$ cat config.mk
export PLATFORM = sky130hd
export DESIGN_NAME = seg7_scan_display_flat
export DESIGN_NICKNAME = d
export VERILOG_FILES = /design/src/rtl/seg7_scan_display_pkg.sv /design/src/rtl/seg7_scan_display_if.sv /design/src/rtl/seg7_scan_display_decode.sv /design/src/rtl/seg7_scan_display.sv /design/src/flat_wrapper.sv
export SDC_FILE = /design/constraint.sdc
export NUM_CORES = 1
export LEC_CHECK = 0
export CAP_MARGIN = 0
export CORE_AREA = 2 2 56 58
export DETAILED_ROUTE_END_ITERATION = 10
export DIE_AREA = 0 0 58 60
export PLACE_DENSITY_LB_ADDON = 0.15
export SYNTH_ARGS = -nofsm -noshare
export SYNTH_HDL_FRONTEND = slang
export SYNTH_SLANG_ARGS = --single-unit
$ cat constraint.sdc
create_clock -name clk -period 4.1 [get_ports clk]
set_input_delay 0.82 -clock clk [delete_from_list [all_inputs] [get_ports clk]]
set_output_delay 0.82 -clock clk [all_outputs]
set_load 0.05 [all_outputs]
$ cat src/rtl/seg7_scan_display_pkg.sv
// Shared widths, segment patterns and digit-enable constants for the scan display.
package seg7_scan_display_pkg;

  localparam int unsigned SEG_W = 7;
  localparam int unsigned BCD_W = 4;
  localparam int unsigned DIG_N = 4;
  localparam int unsigned IDX_W = 2;

  // Segment patterns, bit order {a,b,c,d,e,f,g}
  localparam logic [SEG_W-1:0] SEG_0    = 7'b1111110;
  localparam logic [SEG_W-1:0] SEG_1    = 7'b0110000;
  localparam logic [SEG_W-1:0] SEG_2    = 7'b1101101;
  localparam logic [SEG_W-1:0] SEG_3    = 7'b1111001;
  localparam logic [SEG_W-1:0] SEG_4    = 7'b0110011;
  localparam logic [SEG_W-1:0] SEG_5    = 7'b1011011;
  localparam logic [SEG_W-1:0] SEG_6    = 7'b1011111;
  localparam logic [SEG_W-1:0] SEG_7    = 7'b1110000;
  localparam logic [SEG_W-1:0] SEG_8    = 7'b1111111;
  localparam logic [SEG_W-1:0] SEG_9    = 7'b1111011;
  localparam logic [SEG_W-1:0] SEG_DASH = 7'b0000001;

  // One-hot digit enables, pos[0] is the rightmost digit
  localparam logic [DIG_N-1:0] DIG_0 = 4'b0001;
  localparam logic [DIG_N-1:0] DIG_1 = 4'b0010;
  localparam logic [DIG_N-1:0] DIG_2 = 4'b0100;
  localparam logic [DIG_N-1:0] DIG_3 = 4'b1000;

  // Map a slot index to its one-hot digit enable
  function automatic logic [DIG_N-1:0] dig_onehot(input logic [IDX_W-1:0] idx);
    case (idx)
      2'd0:    return DIG_0;
      2'd1:    return DIG_1;
      2'd2:    return DIG_2;
      default: return DIG_3;
    endcase
  endfunction

endpackage

$ cat src/rtl/seg7_scan_display_if.sv
// Digit inputs, scan strobe and display drive lines of the stopwatch display.
interface seg7_scan_display_if;
  import seg7_scan_display_pkg::*;

  logic             scan;
  logic [BCD_W-1:0] d0;
  logic [BCD_W-1:0] d1;
  logic [BCD_W-1:0] d2;
  logic [BCD_W-1:0] d3;
  logic             a;
  logic             b;
  logic             c;
  logic             d;
  logic             e;
  logic             f;
  logic             g;
  logic             dp;
  logic [DIG_N-1:0] pos;

  // Counter/prescaler side: supplies digits and scan, observes the display lines
  modport master (
    output scan, d0, d1, d2, d3,
    input  a, b, c, d, e, f, g, dp, pos
  );

  // Display driver side
  modport slave (
    input  scan, d0, d1, d2, d3,
    output a, b, c, d, e, f, g, dp, pos
  );
endinterface

$ cat src/rtl/seg7_scan_display_decode.sv
// BCD to active-high {a..g} decoder; codes above 9 show a dash.
module seg7_decode
  import seg7_scan_display_pkg::*;
(
  input  logic [BCD_W-1:0] i_bcd,
  output logic [SEG_W-1:0] o_seg
);

  // Pure pattern lookup; polarity and blanking are handled by the caller
  always_comb begin
    o_seg = SEG_DASH;
    case (i_bcd)
      4'd0:    o_seg = SEG_0;
      4'd1:    o_seg = SEG_1;
      4'd2:    o_seg = SEG_2;
      4'd3:    o_seg = SEG_3;
      4'd4:    o_seg = SEG_4;
      4'd5:    o_seg = SEG_5;
      4'd6:    o_seg = SEG_6;
      4'd7:    o_seg = SEG_7;
      4'd8:    o_seg = SEG_8;
      4'd9:    o_seg = SEG_9;
      default: o_seg = SEG_DASH;
    endcase
  end

endmodule

$ cat src/rtl/seg7_scan_display.sv
// Time-multiplexed 4-digit 7-segment driver with frame-latched digits,
// leading-zero blanking, decimal points and invalid-BCD dash.
module seg7_scan_display
  import seg7_scan_display_pkg::*;
#(
  parameter bit               SEG_ACTIVE_LOW = 1'b0,
  parameter bit               POS_ACTIVE_LOW = 1'b0,
  parameter logic [DIG_N-1:0] DP_MASK        = 4'b1010,
  parameter logic [DIG_N-1:0] LZB_MASK       = 4'b1000
) (
  input  logic                 clk,
  input  logic                 reset,
  seg7_scan_display_if.slave   bus
);

  localparam logic [SEG_W-1:0] SEG_INV = SEG_ACTIVE_LOW ? 7'h7F : 7'h00;
  localparam logic             DP_INV  = SEG_ACTIVE_LOW;
  localparam logic [DIG_N-1:0] POS_INV = POS_ACTIVE_LOW ? 4'hF : 4'h0;

  logic [IDX_W-1:0]            r_idx;
  logic                        r_active;
  logic [DIG_N-1:0][BCD_W-1:0] r_lat;
  logic [SEG_W-1:0]            r_seg;
  logic                        r_dp;
  logic [DIG_N-1:0]            r_pos;

  logic [BCD_W-1:0]            w_digit;
  logic [SEG_W-1:0]            w_seg_raw;
  logic                        w_blank;
  logic [SEG_W-1:0]            w_seg_nxt;
  logic                        w_dp_nxt;
  logic [DIG_N-1:0]            w_pos_nxt;

  // Slot pointer advances per scan; whole frame is sampled when the pointer wraps
  always_ff @(posedge clk or posedge reset) begin
    if (reset) begin
      r_idx    <= 2'd3;
      r_active <= 1'b0;
      r_lat    <= '0;
    end else if (bus.scan) begin
      r_idx    <= r_idx + 2'd1;
      r_active <= 1'b1;
      if (r_idx == 2'd3) begin
        r_lat <= {bus.d3, bus.d2, bus.d1, bus.d0};
      end
    end
  end

  assign w_digit = r_lat[r_idx];

  seg7_decode u_decode (
    .i_bcd (w_digit),
    .o_seg (w_seg_raw)
  );

  // Active-high view of the selected slot, including blanking and dp placement
  always_comb begin
    w_blank   = LZB_MASK[r_idx] && (w_digit == 4'd0);
    w_seg_nxt = '0;
    w_dp_nxt  = 1'b0;
    w_pos_nxt = '0;
    if (r_active) begin
      w_pos_nxt = dig_onehot(r_idx);
      if (!w_blank) begin
        w_seg_nxt = w_seg_raw;
        w_dp_nxt  = DP_MASK[r_idx];
      end
    end
  end

  // Output register: pos and segments change together, OFF level forced on reset
  always_ff @(posedge clk or posedge reset) begin
    if (reset) begin
      r_seg <= SEG_INV;
      r_dp  <= DP_INV;
      r_pos <= POS_INV;
    end else begin
      r_seg <= w_seg_nxt ^ SEG_INV;
      r_dp  <= w_dp_nxt ^ DP_INV;
      r_pos <= w_pos_nxt ^ POS_INV;
    end
  end

  assign bus.a   = r_seg[6];
  assign bus.b   = r_seg[5];
  assign bus.c   = r_seg[4];
  assign bus.d   = r_seg[3];
  assign bus.e   = r_seg[2];
  assign bus.f   = r_seg[1];
  assign bus.g   = r_seg[0];
  assign bus.dp  = r_dp;
  assign bus.pos = r_pos;

endmodule

$ cat src/flat_wrapper.sv
// flat-port wrapper written by rule: the top's interface ports become plain ports
module seg7_scan_display_flat import seg7_scan_display_pkg::*;
#(
  parameter bit               SEG_ACTIVE_LOW = 1'b0,
  parameter bit               POS_ACTIVE_LOW = 1'b0,
  parameter logic [DIG_N-1:0] DP_MASK        = 4'b1010,
  parameter logic [DIG_N-1:0] LZB_MASK       = 4'b1000
)
  (clk, reset, bus_scan, bus_d0, bus_d1, bus_d2, bus_d3, bus_a, bus_b, bus_c, bus_d, bus_e, bus_f, bus_g, bus_dp, bus_pos);
  seg7_scan_display_if bus_i ();
  input  logic clk;
  input  logic reset;
  input wire logic [$bits(bus_i.scan)-1:0] bus_scan;
  input wire logic [$bits(bus_i.d0)-1:0] bus_d0;
  input wire logic [$bits(bus_i.d1)-1:0] bus_d1;
  input wire logic [$bits(bus_i.d2)-1:0] bus_d2;
  input wire logic [$bits(bus_i.d3)-1:0] bus_d3;
  output wire logic [$bits(bus_i.a)-1:0] bus_a;
  output wire logic [$bits(bus_i.b)-1:0] bus_b;
  output wire logic [$bits(bus_i.c)-1:0] bus_c;
  output wire logic [$bits(bus_i.d)-1:0] bus_d;
  output wire logic [$bits(bus_i.e)-1:0] bus_e;
  output wire logic [$bits(bus_i.f)-1:0] bus_f;
  output wire logic [$bits(bus_i.g)-1:0] bus_g;
  output wire logic [$bits(bus_i.dp)-1:0] bus_dp;
  output wire logic [$bits(bus_i.pos)-1:0] bus_pos;
  assign bus_i.scan = bus_scan;
  assign bus_i.d0 = bus_d0;
  assign bus_i.d1 = bus_d1;
  assign bus_i.d2 = bus_d2;
  assign bus_i.d3 = bus_d3;
  assign bus_a = bus_i.a;
  assign bus_b = bus_i.b;
  assign bus_c = bus_i.c;
  assign bus_d = bus_i.d;
  assign bus_e = bus_i.e;
  assign bus_f = bus_i.f;
  assign bus_g = bus_i.g;
  assign bus_dp = bus_i.dp;
  assign bus_pos = bus_i.pos;
  seg7_scan_display #(.SEG_ACTIVE_LOW(SEG_ACTIVE_LOW), .POS_ACTIVE_LOW(POS_ACTIVE_LOW), .DP_MASK(DP_MASK), .LZB_MASK(LZB_MASK)) u_core (.clk(clk), .reset(reset), .bus(bus_i));
endmodule
==> results of run 1 <==
-- flip-flops by register name, summed over array words and instances (netlist names) --
signal / cells
u_core.r_idx: 2
u_core.bus.dp: 1
u_core.r_lat: 16
u_core.r_seg: 7
u_core.bus.pos: 4
u_core.r_active: 1
-- cell usage after synthesis --
| cell type | number | area share [%] |
|---|---|---|
| sky130_fd_sc_hd__mux2_4 | 1 | 1.0 |
| sky130_fd_sc_hd__or2_1 | 1 | 0.43 |
| sky130_fd_sc_hd__or2_0 | 1 | 0.43 |
| sky130_fd_sc_hd__nor2_1 | 8 | 2.1 |
| sky130_fd_sc_hd__dfrtp_1 | 29 | 50 |
| sky130_fd_sc_hd__mux4_2 | 3 | 4.7 |
| sky130_fd_sc_hd__dfstp_2 | 2 | 3.6 |
| sky130_fd_sc_hd__and2_1 | 4 | 1.7 |
| sky130_fd_sc_hd__ha_1 | 10 | 8.7 |
| sky130_fd_sc_hd__mux2_1 | 11 | 8.6 |
| sky130_fd_sc_hd__o21ba_1 | 1 | 0.69 |
| sky130_fd_sc_hd__a21oi_1 | 4 | 1.4 |
| sky130_fd_sc_hd__mux2i_1 | 2 | 1.4 |
| sky130_fd_sc_hd__clkbuf_1 | 1 | 0.26 |
| sky130_fd_sc_hd__inv_1 | 7 | 1.8 |
| sky130_fd_sc_hd__nor3b_1 | 1 | 0.52 |
| sky130_fd_sc_hd__or2_2 | 1 | 0.43 |
| sky130_fd_sc_hd__o31ai_2 | 1 | 0.86 |
| sky130_fd_sc_hd__buf_6 | 2 | 1.6 |
| sky130_fd_sc_hd__mux2_2 | 5 | 3.9 |
| sky130_fd_sc_hd__o21ai_0 | 1 | 0.35 |
| sky130_fd_sc_hd__o22a_1 | 1 | 0.61 |
| sky130_fd_sc_hd__mux4_1 | 1 | 1.8 |
| sky130_fd_sc_hd__o21ai_1 | 1 | 0.35 |
| sky130_fd_sc_hd__nand2_1 | 5 | 1.3 |
| sky130_fd_sc_hd__nor2_2 | 1 | 0.43 |
| sky130_fd_sc_hd__buf_2 | 1 | 0.35 |
| sky130_fd_sc_hd__xor2_1 | 1 | 0.61 |
-- final timing paths --
path / start / endpoint / slack, ns / cells after the start
worst max-delay path: u_core.r_idx[1] / u_core.r_seg[6] / 1.67 / 7
worst min-delay path: u_core.r_lat[1] / u_core.r_lat[1] / 0.49 / 1
worst max register to register: u_core.r_idx[1] / u_core.r_seg[6] / 1.67 / 7
worst min register to register: u_core.r_lat[1] / u_core.r_lat[1] / 0.49 / 1
max in group asynchronous: reset / u_core.r_seg[5] / 2.37 / 2
min in group asynchronous: reset / u_core.r_lat[2] / 1.06 / 2
-- worst max-delay path, stage by stage, from the launching register on --
cell and delay [ns]:
sky130_fd_sc_hd__dfstp_2 0.64, sky130_fd_sc_hd__mux4_1 0.66, sky130_fd_sc_hd__inv_1 0.14, sky130_fd_sc_hd__ha_1 0.18, sky130_fd_sc_hd__nand2_1 0.09, sky130_fd_sc_hd__o21ba_1 0.19
sky130_fd_sc_hd__o21ai_1 0.31, sky130_fd_sc_hd__nor2_1 0.10
-- final cells by class --
class	instances	area share (%)
Inverter	7	1.45
Clock buffer	7	3.03
Clock inverter	1	0.275
Multi-Input combinational cell	65	33.6
Timing Repair Buffer	30	16.5
Tap cell	33	2.27
Sequential cell	31	42.8
-- placed cells by master (no fill, tap or decap), drive strengths merged, types with 2 or more instances in the layout --
cell	netlist	final
dfstp	2	2
clkbuf	1	7
nor2	9	9
clkdlybuf4s50	0	30
or2	3	3
nand2	5	5
mux4	4	4
mux2	17	17
mux2i	2	2
o21ai	2	2
a21oi	4	4
inv	7	7
and2	4	4
dfrtp	29	29
ha	10	10
-- metal layers --
| metal | GRT usage (%) | part of all wire, % | up-vias |
|---|---|---|---|
| met3 | 4.55 | 6.0 | 7 |
| li1 | - | - | 431 |
| met4 | 11.0 | 3.4 | 0 |
| met2 | 26.9 | 50 | 28 |
| met1 | 15.5 | 40 | 418 |
| met5 | 0 | 0 | - |
-- metrics by stage --
stage          instance area [sq um]  hold WS (ns)
2_1_floorplan                   1450         0.456
3_3_place_gp                    1760         0.471
3_5_place_dp                    1760         0.478
4_1_cts                         1820         0.501
5_1_grt                         1820         0.514
6_report                        1820         0.493
-- cell families (layout without fill, tap and decap cells) --
kind of cell	after synthesis	count (layout)	share of synthesized area, %
AO/OA/AOI/OAI	9	9	4.24
XOR/XNOR	1	1	0.606
adder cells (fa/ha/maj)	10	10	8.65
buffers and inverters	11	45	3.98
flip-flops	31	31	53.8
multiplexers	23	23	21.4
AND/OR/NAND/NOR	22	22	7.35
==> impl_metrics.prom, run 1 <==
# TYPE chip_impl_metric gauge
chip_impl_metric{name="number_of_max_cap_violations",unit=""} 0
chip_impl_metric{name="placement_rows",unit=""} 20
chip_impl_metric{name="final.setup_skew",unit="ns"} 0.0141
chip_impl_metric{name="clkLatencyLatePin",unit="ns"} 0.33
chip_impl_metric{name="hold_buffers",unit=""} 0
chip_impl_metric{name="drc_violations_left",unit=""} 0
chip_impl_info{name="crit_type",value="reg -> reg"} 1
chip_impl_metric{name="fin_tns_setup",unit="ns"} 0
chip_impl_info{name="status",value="finished clean"} 1
chip_impl_metric{name="syn_avg_cell_area",unit="sq um"} 13.5
chip_impl_metric{name="drive_above_1_share",unit="%"} 14.9
chip_impl_metric{name="die_area",unit="sq um"} 3480
chip_impl_metric{name="maximum_number_of_pins_on_one_net_before_global_route_repair",unit=""} 32
chip_impl_metric{name="die_h",unit="um"} 60
chip_impl_metric{name="final_critical_path_share_of_the_clock_period",unit="%"} 59.4
chip_impl_metric{name="final_cells",unit=""} 174
chip_impl_metric{name="cts_sinks",unit=""} 31
chip_impl_metric{name="area.sequential",unit="sq um"} 778
chip_impl_metric{name="finalCriticalPeriod",unit="ns"} 2.43
chip_impl_metric{name="final-max-slew-violation-count",unit=""} 0
chip_impl_metric{name="global_route.usage.total",unit="%"} 15.3
chip_impl_metric{name="final_critical_path_setup_slack",unit="ns"} 1.67
chip_impl_metric{name="detailedPlace.worstSlack",unit="ns"} 1.65
chip_impl_metric{name="syn-instance-count",unit=""} 107
chip_impl_metric{name="numCtsBuffers",unit=""} 5
chip_impl_metric{name="diodes",unit=""} 0
chip_impl_metric{name="mappedNetlistArea",unit="sq um"} 1450
chip_impl_metric{name="worst-endpoint-required",unit="ns"} 4.30
chip_impl_metric{name="worst_pin_slew",unit="ns"} 1.10
chip_impl_metric{name="placed_cells_incl_taps",unit=""} 166
chip_impl_metric{name="clock.fmax",unit="GHz"} 0.411
chip_impl_metric{name="slew-limit-headroom",unit="%"} 26.8
chip_impl_metric{name="cts_buffer_depth",unit=""} 2
chip_impl_metric{name="route.final.wire_length",unit="mm"} 2.15
chip_impl_metric{name="ys_warn_count",unit=""} 0
chip_impl_metric{name="fill_cell_count",unit=""} 228
chip_impl_metric{name="place_congestion",unit=""} 0.770
chip_impl_metric{name="netlist-cell-type-count",unit=""} 28
chip_impl_metric{name="area_of_the_multi_input_gates",unit="sq um"} 611
chip_impl_metric{name="global_route_wire_length_before_repair",unit="mm"} 3.77
chip_impl_metric{name="synth.net_count",unit=""} 136
chip_impl_info{name="min_path_type",value="reg -> reg"} 1
chip_impl_metric{name="grt_pass1_vias",unit=""} 889
chip_impl_info{name="clock_root_cell",value="sky130_fd_sc_hd__clkbuf_4"} 1
chip_impl_metric{name="dr.first_iter.drc_count",unit=""} 21
chip_impl_metric{name="dpl.hpwl",unit="mm"} 1.63
chip_impl_metric{name="die_w",unit="um"} 58
chip_impl_metric{name="cts_htree_levels",unit=""} 2
chip_impl_metric{name="drt_pre_antenna_iters",unit=""} 4
chip_impl_metric{name="clk_transition_reported_paths",unit="ns"} 0.10
chip_impl_metric{name="finalNetCount",unit=""} 169
chip_impl_metric{name="grt_antenna_before_repair",unit=""} 0
chip_impl_metric{name="final_setup_violations",unit=""} 0
chip_impl_metric{name="post-route-util",unit="%"} 62.6
chip_impl_metric{name="final-hold-violation-count",unit=""} 0
chip_impl_metric{name="vias",unit=""} 884
chip_impl_metric{name="via_per_inst",unit=""} 5.08
chip_impl_metric{name="cts_resized",unit=""} 0
chip_impl_info{name="tritoncts_clock_tree",value="done"} 1
chip_impl_metric{name="syn_to_final_growth",unit="%"} 25.6
chip_impl_metric{name="port_buffers",unit=""} 30
chip_impl_metric{name="floorplan.core_area",unit="sq um"} 2900
chip_impl_info{name="critPathLaunchType",value="register"} 1
chip_impl_metric{name="post_synthesis_sequential_area_ratio",unit="%"} 53.8
chip_impl_metric{name="wl_per_cell",unit="um"} 12.3
chip_impl_info{name="critical_path.endpoint_type",value="register"} 1
chip_impl_metric{name="route.antenna.remaining_nets",unit=""} 0
chip_impl_metric{name="critical_path_peak_fanout",unit=""} 8
chip_impl_metric{name="worst_ep_arrival_time",unit="ns"} 2.63
chip_impl_metric{name="initial_core_utilization",unit="%"} 49.8
chip_impl_metric{name="overflow",unit=""} 0
chip_impl_info{name="grt_setup_unrepaired",value="false"} 1
chip_impl_metric{name="postCtsSetupBuffers",unit=""} 0
chip_impl_metric{name="ys_seq_elements",unit=""} 31
chip_impl_metric{name="top_level_port_count",unit=""} 31
Power of run 1 is left out: the tool's default activity adds up to more than one toggle a clock period on the data nets, which glitch-free logic cannot reach.
==> run 2: changes to the inputs <==
--- a/config.mk
+++ b/config.mk
@@ -6,9 +6,9 @@
 export NUM_CORES = 1
 export LEC_CHECK = 0
 export CAP_MARGIN = 0
-export CORE_AREA = 2 2 56 58
+export CORE_AREA = 2 2 58 60
 export DETAILED_ROUTE_END_ITERATION = 10
-export DIE_AREA = 0 0 58 60
+export DIE_AREA = 0 0 60 62
 export PLACE_DENSITY_LB_ADDON = 0.15
 export SYNTH_ARGS = -nofsm -noshare
 export SYNTH_HDL_FRONTEND = slang
==> constraint.sdc (replaced) <==
create_clock -name clk -period 2.3 [get_ports clk]
set_input_delay 0.46 -clock clk [delete_from_list [all_inputs] [get_ports clk]]
set_output_delay 0.46 -clock clk [all_outputs]
set_load 0.05 [all_outputs]
==> run 2 against run 1 <==
  * Final cell count grew 9.8%
  * Register-to-register slack worse by 1.5 ns
  * Via count down 0.23%
  * Flip-flop and latch count stayed put
==> impl_metrics.prom, run 2 (synthesis results as in run 1) <==
# TYPE chip_impl_metric gauge
chip_impl_metric{name="vias",unit=""} 882
chip_impl_metric{name="syn_to_final_growth",unit="%"} 28.3
chip_impl_metric{name="finalNetCount",unit=""} 173
chip_impl_info{name="min_path_type",value="reg -> reg"} 1
chip_impl_metric{name="timing.critical_path.depth",unit=""} 7
chip_impl_info{name="clock_root_cell",value="sky130_fd_sc_hd__clkbuf_4"} 1
chip_impl_metric{name="final-max-slew-violation-count",unit=""} 0
chip_impl_metric{name="drt_pre_antenna_iters",unit=""} 3
chip_impl_metric{name="slew-limit-headroom",unit="%"} 67.2
chip_impl_metric{name="via_per_inst",unit=""} 4.62
chip_impl_metric{name="finalCriticalPeriod",unit="ns"} 2.16
chip_impl_metric{name="grt_pass1_vias",unit=""} 872
chip_impl_metric{name="ff2ff_path_depth",unit=""} 7
chip_impl_metric{name="fin_tns_setup",unit="ns"} 0
chip_impl_info{name="cp_cell_sequence",value="mux4_1 > inv_1 > ha_1 > nand2_1 > o21ba_1 > o21ai_2 > a21oi_1"} 1
chip_impl_metric{name="worst_path_largest_cell_delay",unit="ns"} 0.58
chip_impl_metric{name="cts_sinks",unit=""} 31
chip_impl_metric{name="worst_ep_arrival_time",unit="ns"} 2.36
chip_impl_metric{name="dr.first_iter.drc_count",unit=""} 12
chip_impl_metric{name="worst-endpoint-required",unit="ns"} 2.50
chip_impl_metric{name="die_h",unit="um"} 62
chip_impl_metric{name="global_route.usage.total",unit="%"} 14.4
chip_impl_metric{name="placement_rows",unit=""} 21
chip_impl_metric{name="route.final.wire_length",unit="mm"} 2.19
chip_impl_metric{name="met1_layer_usage_reported_by_global_route",unit="%"} 15.6
chip_impl_metric{name="die_w",unit="um"} 60
chip_impl_info{name="crit_type",value="reg -> reg"} 1
chip_impl_info{name="globalRoute.busiestLayer",value="met2"} 1
chip_impl_metric{name="met2_usage",unit="%"} 24.1
chip_impl_metric{name="wl_per_cell",unit="um"} 11.4
chip_impl_metric{name="final_critical_path_share_of_the_clock_period",unit="%"} 94.0
chip_impl_info{name="grt_setup_unrepaired",value="false"} 1
chip_impl_info{name="largest-register",value="u_core.r_lat"} 1
chip_impl_info{name="critPathSlowestCell",value="sky130_fd_sc_hd__mux4_1"} 1
chip_impl_metric{name="global_route_wire_length_before_repair",unit="mm"} 3.76
chip_impl_info{name="critical_path.endpoint_type",value="register"} 1
chip_impl_metric{name="initial_core_utilization",unit="%"} 45.5
chip_impl_metric{name="route.antenna.remaining_nets",unit=""} 0
chip_impl_metric{name="port_buffers",unit=""} 30
chip_impl_metric{name="drive_above_1_share",unit="%"} 16.6
chip_impl_metric{name="largest_reg_flops",unit=""} 16
chip_impl_metric{name="place_congestion",unit=""} 0.778
chip_impl_metric{name="clk_transition_reported_paths",unit="ns"} 0.09
chip_impl_metric{name="top_level_port_count",unit=""} 31
chip_impl_metric{name="clock.fmax",unit="GHz"} 0.462
chip_impl_metric{name="grt_antenna_before_repair",unit=""} 0
chip_impl_info{name="final_cell_mix",value="sky130_fd_sc_hd__clkdlybuf4s50_1 (30), sky130_fd_sc_hd__dfrtp_1 (29), sky130_fd_sc_hd__mux2_1 (11)"} 1
chip_impl_metric{name="holdPathStages",unit=""} 1
chip_impl_info{name="tritoncts_clock_tree",value="done"} 1
chip_impl_metric{name="final.setup_skew",unit="ns"} 0.00808
chip_impl_metric{name="die_area",unit="sq um"} 3720
chip_impl_metric{name="drc_violations_left",unit=""} 0
chip_impl_info{name="dominant_delay_contributor_by_cell_family_on_the_critical_path",value="multiplexers"} 1
chip_impl_metric{name="worst_pin_slew",unit="ns"} 0.491
chip_impl_metric{name="cts_htree_levels",unit=""} 2
chip_impl_metric{name="numCtsBuffers",unit=""} 5
chip_impl_metric{name="critical_path_buf_inv_count",unit=""} 1
chip_impl_metric{name="diodes",unit=""} 0
chip_impl_metric{name="number_of_max_cap_violations",unit=""} 0
chip_impl_info{name="critPathLaunchType",value="register"} 1
chip_impl_metric{name="critical_path_peak_fanout",unit=""} 5
chip_impl_info{name="commonest_non_fill_non_tap_cell_in_the_layout",value="sky130_fd_sc_hd__clkdlybuf4s50_1"} 1
chip_impl_info{name="status",value="finished clean"} 1
chip_impl_metric{name="overflow",unit=""} 0
chip_impl_metric{name="fin_worst_hold_slack",unit="ns"} 0.494
chip_impl_metric{name="met3_usage",unit="%"} 6.21
chip_impl_metric{name="maximum_number_of_pins_on_one_net_before_global_route_repair",unit=""} 32
chip_impl_metric{name="floorplan.core_area",unit="sq um"} 3180
chip_impl_metric{name="final-hold-violation-count",unit=""} 0
chip_impl_metric{name="fill_cell_count",unit=""} 271
chip_impl_metric{name="final_setup_violations",unit=""} 0
chip_impl_metric{name="dpl.hpwl",unit="mm"} 1.64
chip_impl_metric{name="cts_buffer_depth",unit=""} 2
chip_impl_metric{name="clkLatencyLatePin",unit="ns"} 0.32
[run 2: cell types whose count changed in the layout (fill, tap and decap cells not counted), sizes merged]
cell / before / now
buf: 0 / 4
clkbuf: 7 / 8
clkinv: 1 / 0
[run 2: stage by stage]
step / cells / utilization [%] / setup slack (ns) / area (sq um)
after floorplan: 107 / - / 0.0933 / 1450
final: 191 / 58.4 / 0.137 / 1860
after detailed placement: 183 / 56.7 / 0.0596 / 1800
after global placement: 183 / 56.7 / 0.154 / 1800
after global routing: 191 / 58.4 / 0.0131 / 1860
after CTS: 191 / 58.2 / 0.0455 / 1850
[run 2: path summary, 6_finish.rpt]
| path | startpoint | to | slack [ns] |
|---|---|---|---|
| hold reg to reg | u_core.r_lat[2] | u_core.r_lat[2] | 0.49 |
| max in group asynchronous | reset | u_core.r_idx[0] | 1.47 |
| min in group asynchronous | reset | u_core.r_seg[2] | 0.50 |
| setup reg to reg | u_core.r_idx[1] | u_core.r_seg[4] | 0.14 |
| hold / removal | u_core.r_lat[2] | u_core.r_lat[2] | 0.49 |
| setup / recovery | u_core.r_idx[1] | u_core.r_seg[4] | 0.14 |
[run 2: final cells by class]
type | instances | area [sq um] | area share, %
Multi-Input combinational cell | 65 | 614 | 33.1
Tap cell | 46 | 57.6 | 3.10
Inverter | 7 | 26.3 | 1.42
Clock buffer | 8 | 48.8 | 2.63
Sequential cell | 31 | 778 | 41.9
Timing Repair Buffer | 34 | 330 | 17.8
[run 2: metal layers]
layer	up-vias	share of wire, %
met1	414	42
met4	0	2.3
li1	435	-
met5	-	0
met3	6	6.5
met2	27	49
[run 2: what timing repair did]
action,4_1_cts,5_1_grt
buffers inserted,0,0
gates resized for setup,0,1
setup endpoints to repair,0,5
hold buffers,0,0
Power of run 2 is left out for the same reason.
==> run 3: changes to the inputs <==
--- a/config.mk
+++ b/config.mk
@@ -6,10 +6,10 @@
 export NUM_CORES = 1
 export LEC_CHECK = 0
 export CAP_MARGIN = 0
-export CORE_AREA = 2 2 58 60
+export CORE_AREA = 2 2 60 62
 export DETAILED_ROUTE_END_ITERATION = 10
-export DIE_AREA = 0 0 60 62
-export PLACE_DENSITY_LB_ADDON = 0.15
+export DIE_AREA = 0 0 62 64
+export PLACE_DENSITY = 0.78
 export SYNTH_ARGS = -nofsm -noshare
 export SYNTH_HDL_FRONTEND = slang
 export SYNTH_SLANG_ARGS = --single-unit
==> constraint.sdc (replaced) <==
create_clock -name clk -period 1.85 [get_ports clk]
set_input_delay 0.37 -clock clk [delete_from_list [all_inputs] [get_ports clk]]
set_output_delay 0.37 -clock clk [all_outputs]
set_load 0.05 [all_outputs]
==> run 3 against run 2 <==
  * The flow now finishes with violations (negative setup slack)
  * Utilization is 2.8 points higher
  * Sequential share of layout area is 3.2 points lower
  * Setup slack worse by 0.28 ns
  * Via count is 4.9% higher
  * Clock skew is 0.0013 ns lower
  * Wire length is 16% higher
==> impl_metrics.prom, run 3 (synthesis results as in run 1) <==
# TYPE chip_impl_metric gauge
chip_impl_metric{name="largest_reg_flops",unit=""} 16
chip_impl_info{name="violations",value="negative setup slack"} 1
chip_impl_metric{name="number_of_max_cap_violations",unit=""} 0
chip_impl_metric{name="finalCriticalPeriod",unit="ns"} 1.99
chip_impl_metric{name="clkLatencyLatePin",unit="ns"} 0.33
chip_impl_metric{name="dr.first_iter.drc_count",unit=""} 22
chip_impl_metric{name="die_w",unit="um"} 62
chip_impl_metric{name="initial_core_utilization",unit="%"} 44.0
chip_impl_info{name="grt_setup_unrepaired",value="true"} 1
chip_impl_info{name="critical_path.endpoint_type",value="register"} 1
chip_impl_metric{name="cts_sinks",unit=""} 31
chip_impl_metric{name="worst_ep_arrival_time",unit="ns"} 2.26
chip_impl_info{name="tritoncts_clock_tree",value="done"} 1
chip_impl_metric{name="critical_path_peak_fanout",unit=""} 3
chip_impl_metric{name="place_congestion",unit=""} 0.716
chip_impl_metric{name="global_route_wire_length_before_repair",unit="mm"} 4.22
chip_impl_metric{name="drive_above_1_share",unit="%"} 29.2
chip_impl_metric{name="worst_pin_slew",unit="ns"} 0.506
chip_impl_metric{name="via_per_inst",unit=""} 4.63
chip_impl_metric{name="cts_htree_levels",unit=""} 2
chip_impl_metric{name="wl_per_cell",unit="um"} 12.7
chip_impl_metric{name="detailedPlace.worstSlack",unit="ns"} -0.148
chip_impl_metric{name="final_critical_path_share_of_the_clock_period",unit="%"} 108
chip_impl_info{name="cell_occurring_most_often_along_the_worst_timing_path",value="sky130_fd_sc_hd__inv_2"} 1
chip_impl_metric{name="vias",unit=""} 925
chip_impl_info{name="min_path_type",value="in -> async"} 1
chip_impl_metric{name="finalNetCount",unit=""} 182
chip_impl_metric{name="slew-limit-headroom",unit="%"} 66.2
chip_impl_info{name="critPathSlowestCell",value="sky130_fd_sc_hd__dfstp_2"} 1
chip_impl_metric{name="final-hold-violation-count",unit=""} 0
chip_impl_metric{name="drc_violations_left",unit=""} 0
chip_impl_metric{name="diodes",unit=""} 0
chip_impl_metric{name="final_setup_violations",unit=""} 8
chip_impl_metric{name="grt_pass1_vias",unit=""} 963
chip_impl_metric{name="route.antenna.remaining_nets",unit=""} 0
chip_impl_metric{name="drt_pre_antenna_iters",unit=""} 4
chip_impl_metric{name="numCtsBuffers",unit=""} 5
chip_impl_metric{name="cts_buffer_depth",unit=""} 2
chip_impl_info{name="critPathLaunchType",value="register"} 1
chip_impl_metric{name="route.final.wire_length",unit="mm"} 2.54
chip_impl_metric{name="dpl.hpwl",unit="mm"} 1.76
chip_impl_metric{name="clock.fmax",unit="GHz"} 0.502
chip_impl_metric{name="die_h",unit="um"} 64
chip_impl_metric{name="top_level_port_count",unit=""} 31
chip_impl_metric{name="die_area",unit="sq um"} 3970
chip_impl_metric{name="syn_to_final_growth",unit="%"} 38.8
chip_impl_metric{name="final_critical_path_setup_slack",unit="ns"} -0.141
chip_impl_metric{name="global_route.usage.total",unit="%"} 14.7
chip_impl_info{name="status",value="finished, violations left"} 1
chip_impl_info{name="crit_type",value="reg -> reg"} 1
chip_impl_info{name="cp_cell_sequence",value="mux4_2 > inv_2 > ha_4 > inv_2 > mux2_4 > o22a_1 > nor2_2"} 1
chip_impl_metric{name="maximum_number_of_pins_on_one_net_before_global_route_repair",unit=""} 32
chip_impl_metric{name="worst_path_largest_cell_delay",unit="ns"} 0.58
chip_impl_metric{name="overflow",unit=""} 0
chip_impl_metric{name="floorplan.core_area",unit="sq um"} 3280
chip_impl_info{name="commonest_non_fill_non_tap_cell_in_the_layout",value="sky130_fd_sc_hd__dfrtp_1"} 1
chip_impl_metric{name="final.setup_skew",unit="ns"} 0.00676
chip_impl_info{name="final_cell_mix",value="sky130_fd_sc_hd__dfrtp_1 (29), sky130_fd_sc_hd__clkdlybuf4s50_1 (19), sky130_fd_sc_hd__buf_4 (14)"} 1
chip_impl_metric{name="clk_transition_reported_paths",unit="ns"} 0.09
chip_impl_metric{name="worst-endpoint-required",unit="ns"} 2.12
chip_impl_metric{name="grt_antenna_before_repair",unit=""} 0
chip_impl_info{name="clock_root_cell",value="sky130_fd_sc_hd__clkbuf_4"} 1
chip_impl_metric{name="port_buffers",unit=""} 30
chip_impl_info{name="largest-register",value="u_core.r_lat"} 1
chip_impl_metric{name="placement_rows",unit=""} 21
chip_impl_metric{name="final-max-slew-violation-count",unit=""} 0
[run 3: cell types whose count changed in the layout (fill, tap and decap cells not counted), sizes merged]
cell and change:
buf +11, clkbuf -1, clkdlybuf4s50 -11, clkinv +1
dlymetal6s2s +9
[run 3: stage by stage]
step | utilization, % | cell area, sq um | TNS (ns) | hold WS, ns | instances
3_3_place_gp | 57.1 | 1880 | -0.544 | 0.473 | 190
6_report | 61.1 | 2010 | -0.852 | 0.405 | 200
2_1_floorplan | - | 1460 | -1.11 | 0.426 | 107
5_1_grt | 61.1 | 2010 | -1.70 | 0.429 | 200
3_5_place_dp | 57.1 | 1880 | -0.994 | 0.479 | 190
4_1_cts | 59.9 | 1970 | -0.964 | 0.420 | 200
[run 3: layout make-up]
| type | count | area, sq um |
|---|---|---|
| Timing Repair Buffer | 43 | 428 |
| Clock inverter | 1 | 5.00 |
| Clock buffer | 7 | 45.0 |
| Inverter | 7 | 26.3 |
| Sequential cell | 31 | 778 |
| Multi-Input combinational cell | 65 | 668 |
| Tap cell | 46 | 57.6 |
| Fill cell | 258 | 1280 |
[run 3: repair_timing]
| action | CTS | global route |
|---|---|---|
| pin swaps | 3 | 3 |
| gates resized for setup | 5 | 12 |
| endpoints found under the setup margin | 8 | 17 |
| buffers inserted | 2 | 0 |
| hold buffers | 0 | 0 |
[run 3: worst paths after layout]
path	slack, ns	cells after the start	start	end
min	0.41	3	reset	u_core.bus.pos[1]
max in group asynchronous	1.13	3	reset	u_core.r_idx[0]
max reg2reg	-0.14	7	u_core.r_idx[1]	u_core.r_seg[2]
min reg2reg	0.50	1	u_core.r_lat[10]	u_core.r_lat[10]
max	-0.14	7	u_core.r_idx[1]	u_core.r_seg[2]
min in group clk	0.50	1	u_core.r_lat[10]	u_core.r_lat[10]
[run 3: routing by layer]
layer  share of wire (%)  routed length, um  up-vias  track usage (%)
met3                 6.1                154        6             4.25
met2                  52               1320       27             24.6
met4                 2.7                 69        0             7.98
met1                  39                989      443             16.1
li1                    -                  -      449                -
met5                   0                  0        -                0
[run 3: worst max-delay path: cells and delay by family, from the launching register on]
kind                       cells  cell delay [ns]
adders and majority gates      1             0.15
muxes                          2             0.77
buffers and inverters          2             0.13
DFF                            1             0.58
and+or+nand+nor                1             0.08
AOI/OAI and AO/OA              1             0.21
Power of run 3 is left out for the same reason.
